### src/rtl/sha256_digest_ctrl.sv
// rtl/sha256_digest_ctrl.sv - SHA-256 block/digest sequencer between message buffer, core and UART TX
// Captures a block, starts the core under a watchdog, then streams the latched digest MSB-byte-first.
module sha256_digest_ctrl #(
  parameter int DIGEST_BYTES   = 32,
  parameter int TIMEOUT_CYCLES = 1024
) (
  input  logic                      clk,
  input  logic                      rst_n,
  input  logic                      msg_ready,
  input  logic [511:0]              message_in,
  output logic                      msg_ack,
  output logic [511:0]              core_block,
  output logic                      core_start,
  input  logic                      core_done,
  input  logic [8*DIGEST_BYTES-1:0] core_digest,
  output logic [7:0]                tx_data,
  output logic                      tx_start,
  input  logic                      tx_busy,
  output logic                      busy,
  output logic                      error
);

  localparam int DW = 8 * DIGEST_BYTES;
  localparam int IW = (DIGEST_BYTES > 1) ? $clog2(DIGEST_BYTES) : 1;
  localparam int TW = (TIMEOUT_CYCLES > 1) ? $clog2(TIMEOUT_CYCLES) : 1;
  localparam logic [IW-1:0] IDX_LAST   = IW'(DIGEST_BYTES - 1);
  localparam logic [TW-1:0] TIMER_LAST = TW'(TIMEOUT_CYCLES - 1);

  typedef enum logic [2:0] {
    S_IDLE,
    S_START,
    S_HASH,
    S_SEND,
    S_GAP,
    S_WAIT_TX
  } state_t;

  state_t          r_state;
  state_t          w_next_state;
  logic            r_msg_ack;
  logic            r_core_start;
  logic            r_tx_start;
  logic            r_error;
  logic [511:0]    r_core_block;
  logic [DW-1:0]   r_digest;
  logic [7:0]      r_tx_data;
  logic [IW-1:0]   r_idx;
  logic [TW-1:0]   r_timer;

  logic            w_accept;
  logic            w_start_core;
  logic            w_done;
  logic            w_timeout;
  logic            w_send;
  logic            w_advance;
  logic [7:0]      w_byte;

  always_ff @(posedge clk or negedge rst_n) begin
    if (!rst_n) begin
      r_state <= S_IDLE;
    end else begin
      r_state <= w_next_state;
    end
  end

  // core_done is checked before the watchdog so a completion on the last cycle still wins.
  always_comb begin
    w_next_state = r_state;
    w_accept     = 1'b0;
    w_start_core = 1'b0;
    w_done       = 1'b0;
    w_timeout    = 1'b0;
    w_send       = 1'b0;
    w_advance    = 1'b0;
    case (r_state)
      S_IDLE: begin
        if (msg_ready) begin
          w_accept     = 1'b1;
          w_next_state = S_START;
        end
      end
      S_START: begin
        w_start_core = 1'b1;
        w_next_state = S_HASH;
      end
      S_HASH: begin
        if (core_done) begin
          w_done       = 1'b1;
          w_next_state = S_SEND;
        end else if (r_timer == TIMER_LAST) begin
          w_timeout    = 1'b1;
          w_next_state = S_IDLE;
        end
      end
      S_SEND: begin
        if (!tx_busy) begin
          w_send       = 1'b1;
          w_next_state = S_GAP;
        end
      end
      S_GAP: begin
        w_next_state = S_WAIT_TX;
      end
      S_WAIT_TX: begin
        if (!tx_busy) begin
          if (r_idx == IDX_LAST) begin
            w_next_state = S_IDLE;
          end else begin
            w_advance    = 1'b1;
            w_next_state = S_SEND;
          end
        end
      end
      default: begin
        w_next_state = S_IDLE;
      end
    endcase
  end

  always_comb begin
    w_byte = 8'h00;
    for (int i = 0; i < DIGEST_BYTES; i++) begin
      if (r_idx == IW'(i)) begin
        w_byte = r_digest[DW-1-8*i -: 8];
      end
    end
  end

  always_ff @(posedge clk or negedge rst_n) begin
    if (!rst_n) begin
      r_msg_ack    <= 1'b0;
      r_core_start <= 1'b0;
      r_tx_start   <= 1'b0;
      r_error      <= 1'b0;
      r_core_block <= '0;
      r_digest     <= '0;
      r_tx_data    <= 8'h00;
      r_idx        <= '0;
      r_timer      <= '0;
    end else begin
      r_msg_ack    <= w_accept;
      r_core_start <= w_start_core;
      r_tx_start   <= w_send;
      if (w_accept) begin
        r_core_block <= message_in;
        r_error      <= 1'b0;
      end else if (w_timeout) begin
        r_error      <= 1'b1;
      end
      if (w_start_core) begin
        r_timer <= '0;
      end else if (r_state == S_HASH) begin
        r_timer <= r_timer + TW'(1);
      end
      if (w_done) begin
        r_digest <= core_digest;
        r_idx    <= '0;
      end else if (w_advance) begin
        r_idx    <= r_idx + IW'(1);
      end
      if (w_send) begin
        r_tx_data <= w_byte;
      end
    end
  end

  assign msg_ack    = r_msg_ack;
  assign core_start = r_core_start;
  assign core_block = r_core_block;
  assign tx_start   = r_tx_start;
  assign tx_data    = r_tx_data;
  assign error      = r_error;
  assign busy       = (r_state != S_IDLE);

endmodule

### config.mk
export PLATFORM = sky130hd
export DESIGN_NAME = sha256_digest_ctrl
export DESIGN_NICKNAME = d
export VERILOG_FILES = /design/src/rtl/sha256_digest_ctrl.sv
export SDC_FILE = /design/constraint.sdc
export NUM_CORES = 1
export LEC_CHECK = 0
export BUFFER_PORTS_ARGS = -buffer_cell sky130_fd_sc_hd__buf_2
export CAP_MARGIN = 20
export CORE_AREA = 3 3 498 500
export DETAILED_ROUTE_END_ITERATION = 10
export DIE_AREA = 0 0 501 503
export PLACE_DENSITY = 0.3
export SYNTH_ARGS = -nofsm -noshare
export SYNTH_HDL_FRONTEND = slang
export SYNTH_SLANG_ARGS = --single-unit
### constraint.sdc
create_clock -name clk -period 8.3 [get_ports clk]
set_clock_uncertainty 0.2 [all_clocks]
set_input_delay 1.245 -clock clk [delete_from_list [all_inputs] [get_ports clk]]
set_output_delay 1.245 -clock clk [all_outputs]
set_load 0.005 [all_outputs]
==> impl_metrics.env, run 1 <==
export IMPL_status="finished clean"
export IMPL_vias=27000
export IMPL_die_h_um=503
export IMPL_cpMostUsedCell="buf_4"
export IMPL_die_area_mm2=0.252
export IMPL_place_inst=6768
export IMPL_grt_pass1_wl_um=301000
export IMPL_worst_setup_path_end_kind="register"
export IMPL_final_util_pct=19.6
export IMPL_gp_congestion=0.835
export IMPL_hpwl_um=198000
export IMPL_maxSlewHeadroom_pct=29.1
export IMPL_synthFlopType="dfrtp_1"
export IMPL_remaining_drc_errors=0
export IMPL_first_pass_iters=5
export IMPL_coreArea_mm2=0.243
export IMPL_multiInputGateArea_mm2=0.0128
export IMPL_wl_per_cell_um=33.8
export IMPL_finalCritPeriodShare_pct=49.6
export IMPL_path_clk_slew_ns=0.06
export IMPL_setup_tns_ns=0
export IMPL_hold_viol=0
export IMPL_final_cells=6994
export IMPL_path_buf_inv=3
export IMPL_cp_top_family="compound AO/OA/AOI/OAI gates"
export IMPL_cts_inserted_buffers=109
export IMPL_yosys_warnings=0
export IMPL_slowest_stage="nor4bb_1"
export IMPL_syn_inst=2386
export IMPL_crit_type="reg -> reg"
export IMPL_overflow=0
export IMPL_slowest_delay_ns=0.67
export IMPL_postCtsHoldBufs=0
export IMPL_grt_antenna_before_repair=222
export IMPL_grtUsageTotal_pct=18.1
export IMPL_syn_avg_cell_area_um2=14.1
export IMPL_dieWidth_um=501
export IMPL_p_leak_nw=21.1
export IMPL_cts_resized=0
export IMPL_rows=181
export IMPL_via_per_inst=3.86
export IMPL_area_growth_syn_to_layout_pct=41.6
export IMPL_maxCapViolations=0
export IMPL_netlist_area_mm2=0.0337
export IMPL_max_freq_mhz=243
export IMPL_cp_start_kind="register"
export IMPL_ant_nets=0
export IMPL_path_depth=10
export IMPL_finalWirelength_um=236000
export IMPL_rsz0062_at_grt="false"
export IMPL_ys_seq_area_share_pct=59.3
export IMPL_synth_seq_cells=798
export IMPL_grt_max_degree=159
export IMPL_fin_crit_ns=4.11
export IMPL_synth_distinct_cells=85
export IMPL_cts_sinks=798
export IMPL_io_pins=1298
export IMPL_layout_nets=4457
export IMPL_cts_tree="done"
export IMPL_fin_hold_ws_ns=0.262
export IMPL_initial_core_util_pct=13.8
export IMPL_drive_gt1_share_pct=61.2
export IMPL_grt_pass1_vias=28300
export IMPL_setup_violations=0
export IMPL_crit_chain="inv_1 > ha_2 > buf_4 > nor4bb_1 > nand3b_1 > o2111ai_1 > o211ai_1 > a31oi_1 > buf_4 > o21ai_1"
export IMPL_clock_path_buffers=3
export IMPL_clk_latency_ns=0.77
export IMPL_drt_iter0_markers=1634
export IMPL_clock_root_buffer="clkbuf_16"
export IMPL_holdCritPathClass="in -> async"
export IMPL_synth_fp_nets=3166
export IMPL_critPathMaxFanout=40
export IMPL_synthArstFlopShare_pct=100
export IMPL_synth_edf_count=0
export IMPL_fill_cells=26700
export IMPL_report_final_slew_viol_count=0
export IMPL_cts_htree_levels=3
export IMPL_post_cts_buffers=0
export IMPL_reg2regPathDepth=10
export IMPL_arrival_ns=4.56
export IMPL_power_density_mw_per_mm2=415
export IMPL_ir_drop_mv=0.233
export IMPL_cp_required_ns=8.74
export IMPL_seqCellArea_mm2=0.0200
export IMPL_io_buffers=1297
export IMPL_worst_pin_slew_ns=1.06
## final cells by class
cell class,count,area share (%)
flip-flops and latches,798,41.9
multi-input cells,1408,27.0
repair buffers,1341,14.5
well taps,3202,8.41
clock buffers,169,6.87
clock inverters,34,1.02
inverters,19,0.150
diodes,23,0.121
## synth_stat cells (10+ instances only)
| library cell | count | area (um2) |
|---|---|---|
| a211oi_1 | 15 | 113 |
| a21o_1 | 16 | 120 |
| a21oi_1 | 60 | 300 |
| a221oi_1 | 15 | 131 |
| a31oi_1 | 17 | 106 |
| and3_1 | 11 | 68.8 |
| and4b_1 | 10 | 100 |
| buf_2 | 93 | 465 |
| clkbuf_1 | 51 | 191 |
| dfrtp_1 | 798 | 20000 |
| inv_1 | 17 | 63.8 |
| mux2_2 | 766 | 8630 |
| nand2_1 | 62 | 233 |
| nand2b_1 | 15 | 93.8 |
| nand3_1 | 19 | 95.1 |
| nand3b_1 | 10 | 75.1 |
| nand4bb_1 | 10 | 113 |
| nor2_1 | 68 | 255 |
| nor2b_1 | 14 | 87.6 |
| nor3_1 | 19 | 95.1 |
| o211ai_1 | 11 | 82.6 |
| o21a_1 | 10 | 75.1 |
| o21ai_0 | 69 | 345 |
| o22ai_1 | 16 | 100 |
## per-layer routing
layer	up-vias	GRT usage, %	wire [um]
met5	-	0	220
met4	38	4.71	8020
met3	519	6.85	20900
met2	1378	35.0	128000
met1	13600	18.0	79500
li1	11400	-	-
## worst paths after layout
path                       startpoint       endpoint  slack [ns]
setup / recovery             r_idx[0]     tx_data[1]        4.19
hold / removal                  rst_n  r_digest[213]        0.26
setup reg to reg             r_idx[0]     tx_data[1]        4.19
hold reg to reg            r_timer[9]     r_timer[9]        0.27
max in group asynchronous       rst_n  core_block[9]        5.92
min in group clk           r_timer[9]     r_timer[9]        0.27
## metrics by stage
step	setup slack [ns]	power, mW	instance area (um2)
2_1_floorplan	4.80	10.4	33700
3_3_place_gp	4.16	15.2	43800
3_5_place_dp	4.20	15.1	43800
4_1_cts	4.18	20.3	47600
5_1_grt	4.09	21.0	47600
6_report	4.19	19.8	47600
## power by group
part / switching (mW) / total, mW / leakage (nW) / internal (mW)
clock: 2.05 / 4.96 / 1.82 / 2.91
sequential: 1.52 / 7.40 / 9.47 / 5.88
combinational: 3.98 / 7.41 / 9.85 / 3.42
total: 7.56 / 19.8 / 21.1 / 12.2
## sequential cells by signal, summed over array words and instances, names as in the netlist, 3 cells and up
name        flops
core_block    512
r_digest      256
r_timer        10
tx_data         8
r_idx           5
r_state         3
## cells by family (layout without fill, tap and decap cells)
group                    Yosys count  after routing  share of synthesized area, %
multiplexers                     769            769                          25.7
AO/OA/AOI/OAI                    325            325                          6.66
flip-flops                       798            798                          59.3
adder cells (fa/ha/maj)            7              7                         0.260
AND/OR/NAND/NOR                  303            303                          5.36
other                              0             23                             0
XOR/XNOR                           4              4                         0.104
buffers and inverters            180           1563                          2.56
## cell usage in the layout, fill, tap and decap left out, drive strengths merged, types with 5 or more instances in the layout
cell type  netlist  final
nor2b           14     14
clkinv           0     20
buf            109   1341
o32ai            9      9
nand3           20     20
a221oi          15     15
nand2b          15     15
a21o            16     16
and2             5      5
a221o            6      6
inv             19     21
o22ai           16     16
o211ai          11     11
nand3b          10     10
ha               7      7
dfrtp          798    798
clkbuf          52    169
o221ai           7      7
nor2            69     69
nand4            7      7
a22o             7      7
mux2           766    766
o2111ai          7      7
and3            11     11
a21oi           60     60
a211oi          16     16
nor3            19     19
or3              8      8
bufinv           0      6
nor3b            6      6
diode            0     23
clkinvlp         0      6
nand2           62     62
o21ai           73     73
nand4bb         10     10
o21a            10     10
nand4b          10     10
and4bb           5      5
and4b           11     11
a31oi           17     17
No activity file was read; power rests on OpenSTA's default activity.
==> run 2: changes to the inputs <==
Clock period 8.3 ns to 4 ns, I/O delays scaled along.
==> run 2 against run 1 <==
Compared with the run above:
- combinational power increased by 120%
- non-clock buffer count increased by 812
- setup slack got worse by 3.8 ns
- count of clock-buffer cells in the layout decreased by 18
- sequential power grew 110%
- design area is 17% higher
==> impl_metrics.env, run 2 (synthesized netlist as in run 1, its figures left out) <==
export IMPL_status="finished clean"
export IMPL_drive_gt1_share_pct=51.5
export IMPL_cts_resized=0
export IMPL_hpwl_um=203000
export IMPL_layout_common_cells="buf_2 (1297), dfrtp_1 (795), mux2_2 (766)"
export IMPL_remaining_drc_errors=0
export IMPL_hold_viol=0
export IMPL_grt_antenna_before_repair=133
export IMPL_largest_reg_flops=512
export IMPL_p_switching_mw=16.2
export IMPL_maxSlewHeadroom_pct=33.6
export IMPL_cts_inserted_buffers=103
export IMPL_overflow=0
export IMPL_p_int_mw=25.5
export IMPL_reg2reg_from="r_idx[0]"
export IMPL_maxCapViolations=0
export IMPL_drt_iter0_markers=1526
export IMPL_cts_sinks=798
export IMPL_io_pins=1298
export IMPL_ir_drop_mv=0.371
export IMPL_place_inst=6822
export IMPL_finalCritPeriodShare_pct=90.8
export IMPL_setup_violations=0
export IMPL_coreArea_mm2=0.243
export IMPL_max_freq_mhz=275
export IMPL_setup_tns_ns=0
export IMPL_holdCritPathClass="in -> reg"
export IMPL_hold_start="message_in[303]"
export IMPL_grtUsageTotal_pct=18.5
export IMPL_layout_nets=5263
export IMPL_arrival_ns=4.09
export IMPL_gp_congestion=0.863
export IMPL_p_leak_nw=24.5
export IMPL_cts_tree="done"
export IMPL_area_growth_syn_to_layout_pct=65.0
export IMPL_wl_per_cell_um=30.9
export IMPL_grt_pass1_wl_um=313000
export IMPL_worst_pin_slew_ns=0.970
export IMPL_clock_root_buffer="clkbuf_16"
export IMPL_clock_path_buffers=3
export IMPL_cts_htree_levels=3
export IMPL_grt_pass1_vias=32400
export IMPL_power_frac_seq_pct=37.2
export IMPL_via_per_inst=3.81
export IMPL_dieWidth_um=501
export IMPL_die_area_mm2=0.252
export IMPL_worst_setup_path_end_kind="register"
export IMPL_io_buffers=1297
export IMPL_cp_start_kind="register"
export IMPL_final_common_cell="buf_2"
export IMPL_rsz0062_at_grt="false"
export IMPL_worstSetupStartpoint="r_idx[0]"
export IMPL_report_final_slew_viol_count=0
export IMPL_switching_share_pct=38.8
export IMPL_fill_cells=26300
export IMPL_die_h_um=503
export IMPL_finalWirelength_um=241000
export IMPL_fin_crit_ns=3.63
export IMPL_crit_type="reg -> reg"
export IMPL_power_density_mw_per_mm2=752
export IMPL_first_pass_iters=5
export IMPL_critPathMaxFanout=18
export IMPL_cp_required_ns=4.46
export IMPL_combPwrFrac_pct=39.8
export IMPL_post_cts_buffers=0
export IMPL_clkPwrFrac_pct=23.0
export IMPL_clk_latency_ns=0.74
export IMPL_final_cells=7790
export IMPL_setup_slack_ns=0.366
export IMPL_initial_core_util_pct=13.8
export IMPL_place_ws_ns=0.323
export IMPL_rows=181
export IMPL_vias=29700
export IMPL_ant_nets=0
export IMPL_grt_max_degree=82
export IMPL_path_clk_slew_ns=0.06
run 2: cell count changes in the layout (fill, tap and decap cells not counted), sizes merged, moves of 3 or more:
cell,delta
dlygate4sd3,+757
clkinv,+6
clkbuf,-18
diode,-3
buf,+55
run 2: routing by layer:
layer / track usage (%) / share of wire [%] / vias to the layer above
met5: 0 / 0.034 / -
met3: 6.05 / 7.6 / 380
li1: - / - / 13000
met4: 5.43 / 3.6 / 12
met2: 35.6 / 54 / 1260
met1: 18.9 / 35 / 15100
run 2: final timing paths:
path	endpoint	slack, ns	depth (start not counted)
worst max register to register	tx_data[5]	0.37	10
worst min-delay path	core_block[303]	0.05	2
max in group asynchronous	core_block[222]	2.16	3
worst max-delay path	tx_data[5]	0.37	10
worst min register to register	r_timer[9]	0.28	1
min in group asynchronous	core_block[436]	0.31	2
run 2: timing repair:
item,4_1_cts,5_1_grt
hold endpoints to repair,798,0
setup endpoints to repair,0,0
hold buffers,757,0
run 2: cell type report:
| type | count | area (um2) | share of cell area [%] |
|---|---|---|---|
| diodes | 20 | 50.0 | 0.0901 |
| clock buffers | 151 | 3010 | 5.42 |
| clock inverters | 39 | 445 | 0.802 |
| inverters | 19 | 71.3 | 0.128 |
| multi-input cells | 1408 | 12800 | 23.1 |
| flip-flops and latches | 798 | 20000 | 36.0 |
| well taps | 3202 | 4010 | 7.21 |
| repair buffers | 2153 | 15100 | 27.3 |
run 2: power by group through the flow:
stage	combinational, mW	clock, mW	sequential [mW]
finish	16.6	9.59	15.5
global route	18.0	10.3	16.0
CTS	17.3	10.0	15.6
detailed placement	16.5	0	15.7
global placement	16.6	0	15.6
floorplan	7.29	0	14.3
run 2: worst max-delay path, cell delays in order (launching register included):
cell and delay, ns:
dfrtp_1 0.43, ha_1 0.50, buf_4 0.30, buf_4 0.29, nor2b_1 0.65, a21o_1 0.22
nand3_1 0.09, a311oi_1 0.41, o41ai_1 0.15, buf_4 0.15, a31oi_1 0.17
run 2: per-stage QoR:
stage               hold WS [ns]  total power [mW]  util [%]  cell area [um2]
detailed placement         0.268              32.1      18.3            44400
finish                    0.0473              41.8      22.8            55500
global placement           0.259              32.2      18.3            44400
floorplan                  0.104              21.6         -            33700
global route              0.0200              44.3      22.8            55500
CTS                     0.000744              42.9      22.8            55500
